<file path="src/rtl/serial_addsub.sv">
// Digit-serial two's-complement add/subtract: WIDTH bits, DIGIT bits per clock, LSB digit first.
// Latency: done is asserted WIDTH/DIGIT edges after the accept edge (N+1 edges counting the accept edge itself).
// Backpressure: none queued; start is ignored while busy, so the caller must wait for busy to fall.
module serial_addsub #(
    parameter int WIDTH = 16,
    parameter int DIGIT = 4
) (
    input  logic             clk,
    input  logic             reset,
    input  logic             start,
    input  logic             sub,
    input  logic [WIDTH-1:0] a,
    input  logic [WIDTH-1:0] b,
    input  logic             c_in,
    output logic             busy,
    output logic             done,
    output logic [WIDTH-1:0] sum,
    output logic             c_out,
    output logic             ovf
);

    localparam int N  = WIDTH / DIGIT;
    localparam int CW = (N > 1) ? $clog2(N) : 1;

    typedef enum logic {
        IDLE = 1'b0,
        RUN  = 1'b1
    } state_t;

    state_t               state;
    state_t               state_nxt;
    logic                 accept;
    logic                 last;
    logic [WIDTH-1:0]     op_a;
    logic [WIDTH-1:0]     op_b;
    logic [WIDTH-1:0]     work;
    logic [WIDTH-1:0]     work_nxt;
    logic [WIDTH+DIGIT-1:0] shift_cat;
    logic [CW-1:0]        cnt;
    logic                 carry;
    logic [DIGIT:0]       dsum;
    logic                 msb_cin;

    always_ff @(posedge clk) begin
        if (reset) begin
            state <= IDLE;
        end else begin
            state <= state_nxt;
        end
    end

    always_comb begin
        state_nxt = state;
        accept    = 1'b0;
        last      = 1'b0;
        case (state)
            IDLE: begin
                if (start) begin
                    accept    = 1'b1;
                    state_nxt = RUN;
                end
            end
            RUN: begin
                last = (cnt == CW'(N - 1));
                if (last) begin
                    state_nxt = IDLE;
                end
            end
            default: state_nxt = IDLE;
        endcase
    end

    // One digit of the ripple: the carry register links consecutive cycles.
    always_comb begin
        dsum      = {1'b0, op_a[DIGIT-1:0]} + {1'b0, op_b[DIGIT-1:0]} + (DIGIT+1)'(carry);
        shift_cat = {dsum[DIGIT-1:0], work};
        work_nxt  = shift_cat[WIDTH+DIGIT-1:DIGIT];
        // Carry into the result MSB, recovered from the top bit of the final digit.
        msb_cin   = op_a[DIGIT-1] ^ op_b[DIGIT-1] ^ dsum[DIGIT-1];
    end

    always_ff @(posedge clk) begin
        if (reset) begin
            op_a  <= '0;
            op_b  <= '0;
            work  <= '0;
            carry <= 1'b0;
            cnt   <= '0;
            sum   <= '0;
            c_out <= 1'b0;
            ovf   <= 1'b0;
            done  <= 1'b0;
        end else begin
            done <= 1'b0;
            if (accept) begin
                op_a  <= a;
                op_b  <= sub ? ~b : b;
                carry <= c_in ^ sub;
                cnt   <= '0;
            end else if (state == RUN) begin
                op_a  <= op_a >> DIGIT;
                op_b  <= op_b >> DIGIT;
                work  <= work_nxt;
                carry <= dsum[DIGIT];
                cnt   <= cnt + CW'(1);
                if (last) begin
                    sum   <= work_nxt;
                    c_out <= dsum[DIGIT];
                    ovf   <= msb_cin ^ dsum[DIGIT];
                    done  <= 1'b1;
                end
            end
        end
    end

    assign busy = (state == RUN);

endmodule

</file>
<file path="config.mk">
export PLATFORM = sky130hd
export DESIGN_NAME = serial_addsub
export DESIGN_NICKNAME = d
export VERILOG_FILES = /design/src/rtl/serial_addsub.sv
export SDC_FILE = /design/constraint.sdc
export NUM_CORES = 1
export LEC_CHECK = 0
export ABC_AREA = 1
export CAP_MARGIN = 30
export CELL_PAD_IN_SITES_DETAIL_PLACEMENT = 1
export CELL_PAD_IN_SITES_GLOBAL_PLACEMENT = 2
export CORE_MARGIN = 2
export CORE_UTILIZATION = 32
export DETAILED_ROUTE_END_ITERATION = 8
export PLACE_DENSITY = 0.82
export SETUP_SLACK_MARGIN = 0.1
export SYNTH_ARGS = -nofsm -noshare
export SYNTH_HDL_FRONTEND = slang
export SYNTH_SLANG_ARGS = --single-unit
</file>
<file path="constraint.sdc">
create_clock -name clk -period 5.3 [get_ports clk]
set_clock_uncertainty 0.1 [all_clocks]
set_input_delay 1.325 -clock clk [delete_from_list [all_inputs] [get_ports clk]]
set_output_delay 1.325 -clock clk [all_outputs]
set_load 0.02 [all_outputs]
</file>
* Yosys cells after proc, flatten, opt, wreduce, memory -nomap -nowiden *
Index checks and enable logic that the tools add are counted.

operators by class
  add/sub/neg operators = 3
  eq/ne operators = 1
  mux-type cells = 13
  bitwise gates (word level) = 7
  reductions and logical operators = 5

operators by type and width
  cell                   count
  $mux W16               5
  $not A16 Y16           1
  $mux W1                7
  $add A4 B4 Y5          1
  $add A5 B1 Y5          1
  $xor A1 B1 Y1          4
  $reduce_and A3 Y1      1
  $reduce_or A3 Y1       1
  $add A2 B1 Y2 const B  1
  $eq A2 B2 Y1 const B   1
  $not A1 Y1             2
  $pmux W1 S2            1
  $reduce_and A2 Y1      1
  $reduce_bool A2 Y1     1
  $reduce_or A2 Y1       1

word-level totals
  bits in registers = 71
  input bits = 37
  output and inout bits = 20

* Logic depth before layout (Yosys ltp) *
Gate-level depths: netlist of the first run.

  word-level depth = 4
  gate-level depth with buffers = 11
  mapped depth without buffers = 11

* Least setup slack after synthesis of the first run *
OpenSTA, ideal clock, no wires.

  path kind = input-to-reg
  start point = input reset
  end point = register sum[12]
  library setup time = 0.069 ns
  data arrival time = 2.014 ns
  required time = 5.131 ns
  path slack = 3.117 ns
  stages = 7
  buffers on the path = 2
  cells stage by stage = buf_2 > inv_2 > nand2_1 > inv_2 > buf_4 > nand2_1 > o21ai_1

RTL lines
  what                  line  RTL
  from (decl)           9     input logic reset,
  to (signal assigned)  107   sum <= work_nxt;
  to (decl)             17    output logic [WIDTH-1:0] sum,

* Final worst setup path of the first run *
  start point = register state, in the netlist busy
  end point = output busy

RTL lines
  what                    line  RTL
  from (decl)             30    state_t state;
  from (signal assigned)  48    state <= state_nxt;
  to (decl)               15    output logic busy,

No word-level cell between the ends.

==> out/qor.yml, run 1 <==
crit_cells: 2
post-dp-hpwl_mm: 4.78
vias: 2460
tightestPinTransition_ns: 0.932
startpoint: "busy"
most-common-layout-cells: "nand2_1 (97), dfxtp_1 (66), clkdlybuf4s50_1 (56), inv_1 (39), a21oi_1 (32)"
grt_overflow: 0
antenna_found_initial: 0
htree_levels: 3
stdcell_area_sq_um: 3710
grt_pass1_wl_mm: 12.0
yosysSeqAreaShare: 0.466
cp_slowest_stage_delay_ns: 0.71
synthMuxAreaShare: 0
synth_edf_count: 0
worstSetupStartpointType: "register"
syn_avg_cell_area_sq_um: 7.89
slowest_stage: "clkdlybuf4s50_1"
slew_headroom: 0.377
end_kind: "output port"
critPathTopFamily: "buffers and inverters"
status: "complete, no violations"
core-area_sq_um: 8720
synth_fa_ha_area_frac: 0.0313
syn2layout_area_growth_pct: 28.9
power_density_nw_per_um2: 320
ys_ff_latch: 67
nNetsFinal: 458
wl_per_cell_um: 13.4
clkLatencyLatePin_ns: 0.34
synthArstFlopShare: 0
hold_path.class: "reg2reg"
via_per_inst: 4.66
portBuffers: 56
post-cts-setup-buffer-count: 0
peakVddDrop_uv: 144
final_cells: 528
synthXorXnorAreaFrac: 0.0426
path_cells: "buf_4 > clkdlybuf4s50_1"
worstSetupEndpoint: "busy"
insertedDiodeCount: 0
synth_cell_type_count: 26
initial_utilization: 0.330
postCtsHoldBufs: 0
synthCells: 365
drive_above_1_share: 0.0786
final_common_cell: "nand2_1"
hold_start: "sum[12]"
setup_viol: 0
final-hold-violation-count: 0
postPlaceCellArea_sq_um: 3470
path_buf_inv: 2
grt_pass1_vias: 2454
grt_setup_unrepaired: "false"
max_freq_mhz: 307
fp.dieW_um: 98.9
arrival_ns: 1.84
reg2reg_from: "op_a[0]"
antenna_left: 0
cts_buffers: 9
fin_tns_setup_ns: 0
dr.pass1.iters: 4
place_inst: 512
ctsResizeCount: 0
r2r_slack_ns: 3.26
synth-compound-area-share: 0.169
crit_fanout: 50
die_y_um: 98.9
row_count: 34
grt_max_degree: 51
p_leak_nw: 1.54
critPathKind: "reg2out"
r2r-end: "ovf"
cts_buffer_depth: 2
min_period_ns: 3.26
ys_dominant_reg_cell: "dfxtp_1"
synth_top_family_by_area: "simple AND/OR/NAND/NOR gates"
post-route-util: 0.426
clock-sinks: 67
max_cap_violations: 0
grt_usage: 0.154
gp_congestion: 0.742
ioPinCount: 57
cts-root-buf: "clkbuf_8"
drcViolationCount: 0
synth_nets: 408
yosysWarnings: 0
required_ns: 3.88
routed_wl_mm: 7.05
dieArea_sq_um: 9770
p_total_mw: 1.19
r2r_cells: 11
synth-simple-area-share: 0.192
clkSlewWorstSetupHoldPaths_ns: 0.07
drt_iter0_drc: 73
fin_crit_sh: 0.615
drv_slew: 0
syn_area_sq_um: 2880
cts_tree: "yes"
-- worst register-to-register path: cells and delay by family, from the launching register on --
kind          cells  cell delay [ns]
fa+ha+maj         2             0.92
simple gates      6             0.37
buf+inv           3             0.23
flops             1             0.31
-- worst min path at each step --
stage / cells after the start / endpoint
detailed placement: 2 / sum[14]
finish: 2 / sum[12]
floorplan: 1 / sum[0]
global placement: 2 / sum[14]
global route: 2 / sum[12]
CTS: 2 / sum[15]
-- Yosys cell counts (2+ instances only) --
cell type | instances | area, sq um
a21oi_1 | 32 | 160
a22o_1 | 4 | 35.0
a22oi_1 | 12 | 90.1
buf_2 | 9 | 45.0
buf_4 | 4 | 30.0
buf_6 | 3 | 33.8
clkbuf_1 | 3 | 11.3
dfxtp_1 | 67 | 1340
fa_1 | 2 | 40.0
ha_1 | 4 | 50.1
inv_1 | 39 | 146
inv_2 | 5 | 18.8
nand2_1 | 97 | 364
nand3_1 | 12 | 60.1
nor2_1 | 12 | 45.0
nor2_4 | 2 | 22.5
o211ai_1 | 6 | 45.0
o21ai_0 | 19 | 95.1
o21ai_1 | 10 | 50.1
or2_2 | 5 | 31.3
xor2_1 | 13 | 114
-- metal layers --
metal	track usage	routed length, um	vias up
li1	-	-	1270
met1	0.194	3320	1135
met2	0.255	3380	48
met3	0.0454	270	7
met4	0.0443	76	0
met5	0	0	-
-- power breakdown --
part	total, mW	leakage, nW	internal, mW	switching [mW]
clock	0.513	0.113	0.313	0.200
combinational	0.135	0.879	0.0588	0.0761
sequential	0.540	0.548	0.527	0.0126
total	1.19	1.54	0.899	0.288
-- stage by stage --
stage	setup slack, ns	hold WS (ns)
4_1_cts	2.01	0.364
2_1_floorplan	3.12	0.334
3_5_place_dp	2.12	0.350
5_1_grt	1.94	0.380
6_report	2.04	0.360
3_3_place_gp	2.17	0.343
-- registers in the layout (all words and copies together), names as in the netlist --
| signal | count |
|---|---|
| c_out | 1 |
| ovf | 1 |
| sum | 16 |
| busy | 1 |
| done | 1 |
| op_b | 16 |
| work | 12 |
| cnt | 2 |
| carry | 1 |
| op_a | 16 |
-- cell families (layout without fill, tap and decap cells) --
logic type,count (synthesis),in the layout
adders and majority gates,6,6
and+or+nand+nor,131,131
AOI/OAI and AO/OA,84,84
DFF,67,67
buffers and inverters,63,118
xor gates and xnor gates,14,14
-- cell type report --
cell class | instances | area, sq um
well taps | 108 | 135
inverters | 44 | 165
fillers | 1082 | 5010
repair buffers | 58 | 576
clock buffers | 10 | 128
multi-input cells | 235 | 1250
clock inverters | 6 | 114
flip-flops and latches | 67 | 1340
(Power assumes the default switching activity.)
==> run 2: changes to the inputs <==
--- a/config.mk
+++ b/config.mk
@@ -10,9 +10,9 @@
 export CELL_PAD_IN_SITES_DETAIL_PLACEMENT = 1
 export CELL_PAD_IN_SITES_GLOBAL_PLACEMENT = 2
 export CORE_MARGIN = 2
-export CORE_UTILIZATION = 32
+export CORE_UTILIZATION = 26
 export DETAILED_ROUTE_END_ITERATION = 8
-export PLACE_DENSITY = 0.82
+export PLACE_DENSITY = 0.71
 export SETUP_SLACK_MARGIN = 0.1
 export SYNTH_ARGS = -nofsm -noshare
 export SYNTH_HDL_FRONTEND = slang
==> constraint.sdc (replaced) <==
create_clock -name clk -period 2.9 [get_ports clk]
set_clock_uncertainty 0.1 [all_clocks]
set_input_delay 0.725 -clock clk [delete_from_list [all_inputs] [get_ports clk]]
set_output_delay 0.725 -clock clk [all_outputs]
set_load 0.02 [all_outputs]
==> out/qor.yml, run 2 (synthesis gave the netlist of run 1 again) <==
drv_slew: 0  # unchanged
core-area_sq_um: 10800  # +24%
slew_headroom: 0.587  # +0.211
clkLatencyLatePin_ns: 0.34  # about the same
initial_utilization: 0.266  # -0.0645
cts_tree: "yes"
worstSetupEndpoint: "sum[0]"
portBuffers: 56  # unchanged
crit_fanout: 2  # -96%
whs_ns: 0.359  # -0.000778 ns
final-hold-violation-count: 0  # unchanged
most-common-layout-cells: "nand2_1 (97), dfxtp_1 (66), clkdlybuf4s50_1 (56), inv_1 (39), a21oi_1 (32)"
cts_buffer_depth: 2  # unchanged
end_kind: "output port"
min_period_ns: 2.15
path_cells: "clkdlybuf4s50_1"
p_total_mw: 2.11  # +78%
power_density_nw_per_um2: 560  # +75%
setup_viol: 0  # unchanged
arrival_ns: 1.33  # -0.51 ns
crit_cells: 1  # -1
antenna_left: 0  # unchanged
clkSlewWorstSetupHoldPaths_ns: 0.08  # about the same
post-dp-hpwl_mm: 5.06  # +5.8%
die_y_um: 109  # +11%
fin_crit_sh: 0.742
biggestRegsByFlops: "op_a (16), op_b (16), sum (16)"
drive_above_1_share: 0.0875  # +0.00890
nNetsFinal: 461  # +0.66%
ctsResizeCount: 0  # unchanged
cts-root-buf: "clkbuf_8"
ioPinCount: 57  # unchanged
tightestPinTransition_ns: 0.617  # -0.315 ns
clock-sinks: 67  # unchanged
worstSetupStartpointType: "register"
grt_pass1_wl_mm: 11.8  # -1.7%
fin_tns_setup_ns: 0  # unchanged
postCtsHoldBufs: 0  # unchanged
insertedDiodeCount: 0  # unchanged
p_leak_nw: 1.55  # +0.95%
vias: 2479  # +0.77%
post-cts-setup-buffer-count: 0  # unchanged
critPathKind: "reg2out"
drcViolationCount: 0  # unchanged
gp_congestion: 0.735  # -0.88%
antenna_found_initial: 0  # unchanged
syn2layout_area_growth_pct: 31.0
max_cap_violations: 0  # unchanged
peakVddDrop_uv: 216  # +49%
setup_ws_ns: 0.749  # -1.29 ns
r2r_cells: 11  # unchanged
dieArea_sq_um: 11900  # +22%
r2r-end: "ovf"
r2r_slack_ns: 0.85  # -2.41 ns
cts_buffers: 9  # unchanged
startpoint: "sum[0]"
path_buf_inv: 1  # -1
pre_cts_slack_ns: 0.510  # -1.61 ns
via_per_inst: 4.40  # -5.5%
max_freq_mhz: 465
required_ns: 2.08  # -1.80 ns
dr.pass1.iters: 4  # unchanged
critPathTopFamily: "buffers and inverters"
slowest_stage: "clkdlybuf4s50_1"
htree_levels: 3  # unchanged
status: "complete, no violations"
routed_wl_mm: 7.05  # about the same
grt_usage: 0.128  # -0.0256
drt_iter0_drc: 35  # -52%
grt_pass1_vias: 2487  # +1.3%
grt_overflow: 0  # unchanged
fp.dieW_um: 109  # +11%
hold_path.class: "reg2reg"
cp_slowest_stage_delay_ns: 0.62  # -0.09 ns
row_count: 38  # +12%
wl_per_cell_um: 12.5  # -6.2%
grt_setup_unrepaired: "false"
grt_max_degree: 50  # -2.0%
reg2reg_from: "op_b[0]"
final_common_cell: "nand2_1"
==> run 2: cell count changes in the layout (fill, tap and decap cells not counted), sizes merged <==
cell,change
buf,+3
bufinv,-1
clkinv,+1
==> run 2: worst min path at each step <==
stage | from | to | slack, ns | cells after the start
after global routing | sum[9] | sum[9] | 0.37 | 2
final | sum[9] | sum[9] | 0.36 | 2
after CTS | sum[9] | sum[9] | 0.37 | 2
after detailed placement | sum[14] | sum[14] | 0.35 | 2
after floorplan | work[4] | sum[0] | 0.33 | 1
after global placement | sum[9] | sum[9] | 0.35 | 2
==> run 2: routing by layer <==
metal  vias up  track usage  routed length [um]
met3         7       0.0353                 294
li1       1279            -                   -
met1      1141        0.164                3390
met4         0       0.0353                  69
met5         -            0                   0
met2        52        0.212                3300
==> run 2: final cells by class <==
type,instances,area (sq um)
sequential,67,1340
fill,1330,7070
clock inverter,6,88.8
clock buffer,10,138
multi-input combinational,235,1250
tap,140,175
timing repair buffer,61,611
inverter,44,165
==> run 2: worst reg2reg max path, delay by kind of cell, from the launching register on <==
kind | cells | cell delay, ns
buffers and inverters | 3 | 0.23
AND/OR/NAND/NOR | 6 | 0.42
adder cells (fa/ha/maj) | 2 | 0.87
flip-flops | 1 | 0.35
==> run 2: power by group <==
part / switching (mW) / internal (mW)
clock network: 0.367 / 0.507
logic: 0.138 / 0.113
registers: 0.0231 / 0.964
==> run 2: per-stage QoR <==
stage | utilization | instance area (sq um) | std cells
final | 0.348 | 3770 | 563
after detailed placement | 0.327 | 3550 | 547
after global placement | 0.327 | 3550 | 547
after CTS | 0.348 | 3770 | 563
after floorplan | - | 2880 | 365
after global routing | 0.348 | 3770 | 563
==> run 3: changes to the inputs <==
==> constraint.sdc (replaced) <==
create_clock -name clk -period 1.81 [get_ports clk]
set_clock_uncertainty 0.1 [all_clocks]
set_input_delay 0.4525 -clock clk [delete_from_list [all_inputs] [get_ports clk]]
set_output_delay 0.4525 -clock clk [all_outputs]
set_load 0.02 [all_outputs]
==> out/qor.yml, run 3 (synthesis gave the netlist of run 1 again) <==
wl_per_cell_um: 12.6  # +0.63%
r2r_slack_ns: 0.02  # -0.83 ns
post-dp-hpwl_mm: 5.05  # -0.26%
nNetsFinal: 470  # +2.0%
initial_utilization: 0.266  # unchanged
most-common-layout-cells: "nand2_1 (94), dfxtp_1 (63), clkdlybuf4s50_1 (36), inv_1 (34), a21oi_1 (32)"
grt_pass1_vias: 2516  # +1.2%
drv_slew: 0  # unchanged
startpoint: "op_a[0]"
dieArea_sq_um: 11900  # unchanged
grt_usage: 0.133  # +0.00506
portBuffers: 56  # unchanged
vias: 2516  # +1.5%
slowest_stage: "fa_2"
tightestPinTransition_ns: 0.315  # -0.302 ns
clock-sinks: 67  # unchanged
place_inst: 553  # +1.1%
fp.dieW_um: 109  # unchanged
grt_overflow: 0  # unchanged
cts_buffer_depth: 2  # unchanged
final_cells: 572  # +1.6%
p_total_mw: 3.10  # +47%
fin_crit_sh: 0.987
cts_buffers: 9  # unchanged
clkSlewWorstSetupHoldPaths_ns: 0.08  # about the same
pre_cts_slack_ns: -0.0328  # -0.543 ns
arrival_ns: 1.93  # +0.60 ns
dr.pass1.iters: 6  # +2
reg2reg_from: "op_a[0]"
post-route-util: 0.352  # +0.00404
htree_levels: 3  # unchanged
drive_above_1_share: 0.139  # +0.0514
crit_fanout: 4  # +2
r2r_cells: 11  # unchanged
biggestRegsByFlops: "op_a (16), op_b (16), sum (16)"
power_density_nw_per_um2: 813  # +45%
insertedDiodeCount: 0  # unchanged
r2r-end: "ovf"
core-area_sq_um: 10800  # unchanged
min_period_ns: 1.79
row_count: 38  # unchanged
final-hold-violation-count: 0  # unchanged
setup_ws_ns: 0.0238  # -0.725 ns
fillers: 1318  # -0.90%
critPathKind: "reg2reg"
max_cap_violations: 0  # unchanged
grt_max_degree: 50  # unchanged
drcViolationCount: 0  # unchanged
peakVddDrop_uv: 349  # +62%
via_per_inst: 4.40  # -0.10%
fin_tns_setup_ns: 0  # unchanged
required_ns: 1.95  # -0.13 ns
grt_setup_unrepaired: "true"
routed_wl_mm: 7.21  # +2.2%
cp_slowest_stage_delay_ns: 0.40  # -0.22 ns
ioPinCount: 57  # unchanged
antenna_left: 0  # unchanged
die_y_um: 109  # unchanged
status: "complete, no violations"
antenna_found_initial: 0  # unchanged
syn2layout_area_growth_pct: 32.6
crit_cells: 11  # +10
worstSetupStartpointType: "register"
clkLatencyLatePin_ns: 0.34  # about the same
max_freq_mhz: 560
path_buf_inv: 3  # +2
worstSetupEndpoint: "ovf"
postCtsHoldBufs: 0  # unchanged
setup_viol: 0  # unchanged
gp_congestion: 0.788  # +7.2%
slew_headroom: 0.790  # +0.202
path_cells: "inv_2 > fa_2 > fa_2 > inv_2 > nand2_1 > nand2_1 > nand2_2 > inv_2 > nand2_2 > nand3_2 > nand2_1"
cts-root-buf: "clkbuf_8"
hold_path.class: "reg2reg"
critPathTopFamily: "adder cells"
cts_tree: "yes"
end_kind: "register"
final_common_cell: "nand2_1"
p_leak_nw: 1.67  # +7.5%
grt_pass1_wl_mm: 12.2  # +3.5%
drt_iter0_drc: 45  # +29%
==> run 3: cell types whose count changed in the layout (fill, tap and decap cells not counted), sizes merged <==
cell,delta
buf,+9
bufinv,-2
clkbuf,-1
clkdlybuf4s50,-20
clkinv,+1
clkinvlp,+2
dlygate4sd2,+20
==> run 3: timing repair <==
item / in CTS / in global routing
setup buffers: 1 / 2
pin swaps: 3 / 6
gates resized for setup: 25 / 8
setup endpoints to repair: 24 / 6
==> run 3: how the worst min path moves through the flow <==
stage | cells past startpoint | end | startpoint | slack, ns
after floorplan | 1 | sum[0] | work[4] | 0.33
after global placement | 2 | sum[13] | sum[13] | 0.35
final | 2 | sum[15] | sum[15] | 0.36
after global routing | 2 | sum[7] | sum[7] | 0.38
after CTS | 2 | sum[15] | sum[15] | 0.36
after detailed placement | 2 | sum[15] | sum[15] | 0.35
==> run 3: through the flow <==
step                hold WS (ns)  cell area [sq um]
floorplan                  0.334               2880
global placement           0.347               3630
detailed placement         0.345               3630
CTS                        0.359               3790
global route               0.377               3820
finish                     0.355               3820
==> run 3: report_power, final <==
group          internal, mW  total [mW]  switching [mW]
Sequential             1.54        1.58          0.0371
Clock                 0.488        1.09           0.602
Combinational         0.205       0.432           0.228
==> run 3: routing by layer <==
metal	part of all wire	GRT usage
met2	0.48	0.220
met5	0	0
met3	0.039	0.0311
met1	0.47	0.166
met4	0.0073	0.0561
==> run 3: cell type report <==
cell class	instances	area, sq um	share of cell area
clock buffers	9	124	0.0325
clock inverters	7	45.0	0.0118
inverters	44	165	0.0433
multi-input cells	235	1270	0.333
flip-flops and latches	67	1350	0.353
well taps	140	175	0.0459
repair buffers	70	691	0.181
==> run 3: worst min-delay path: stages (launching register included) <==
cell,delay (ns)
dfxtp_1,0.31
nand2_1,0.06
nand2_1,0.04
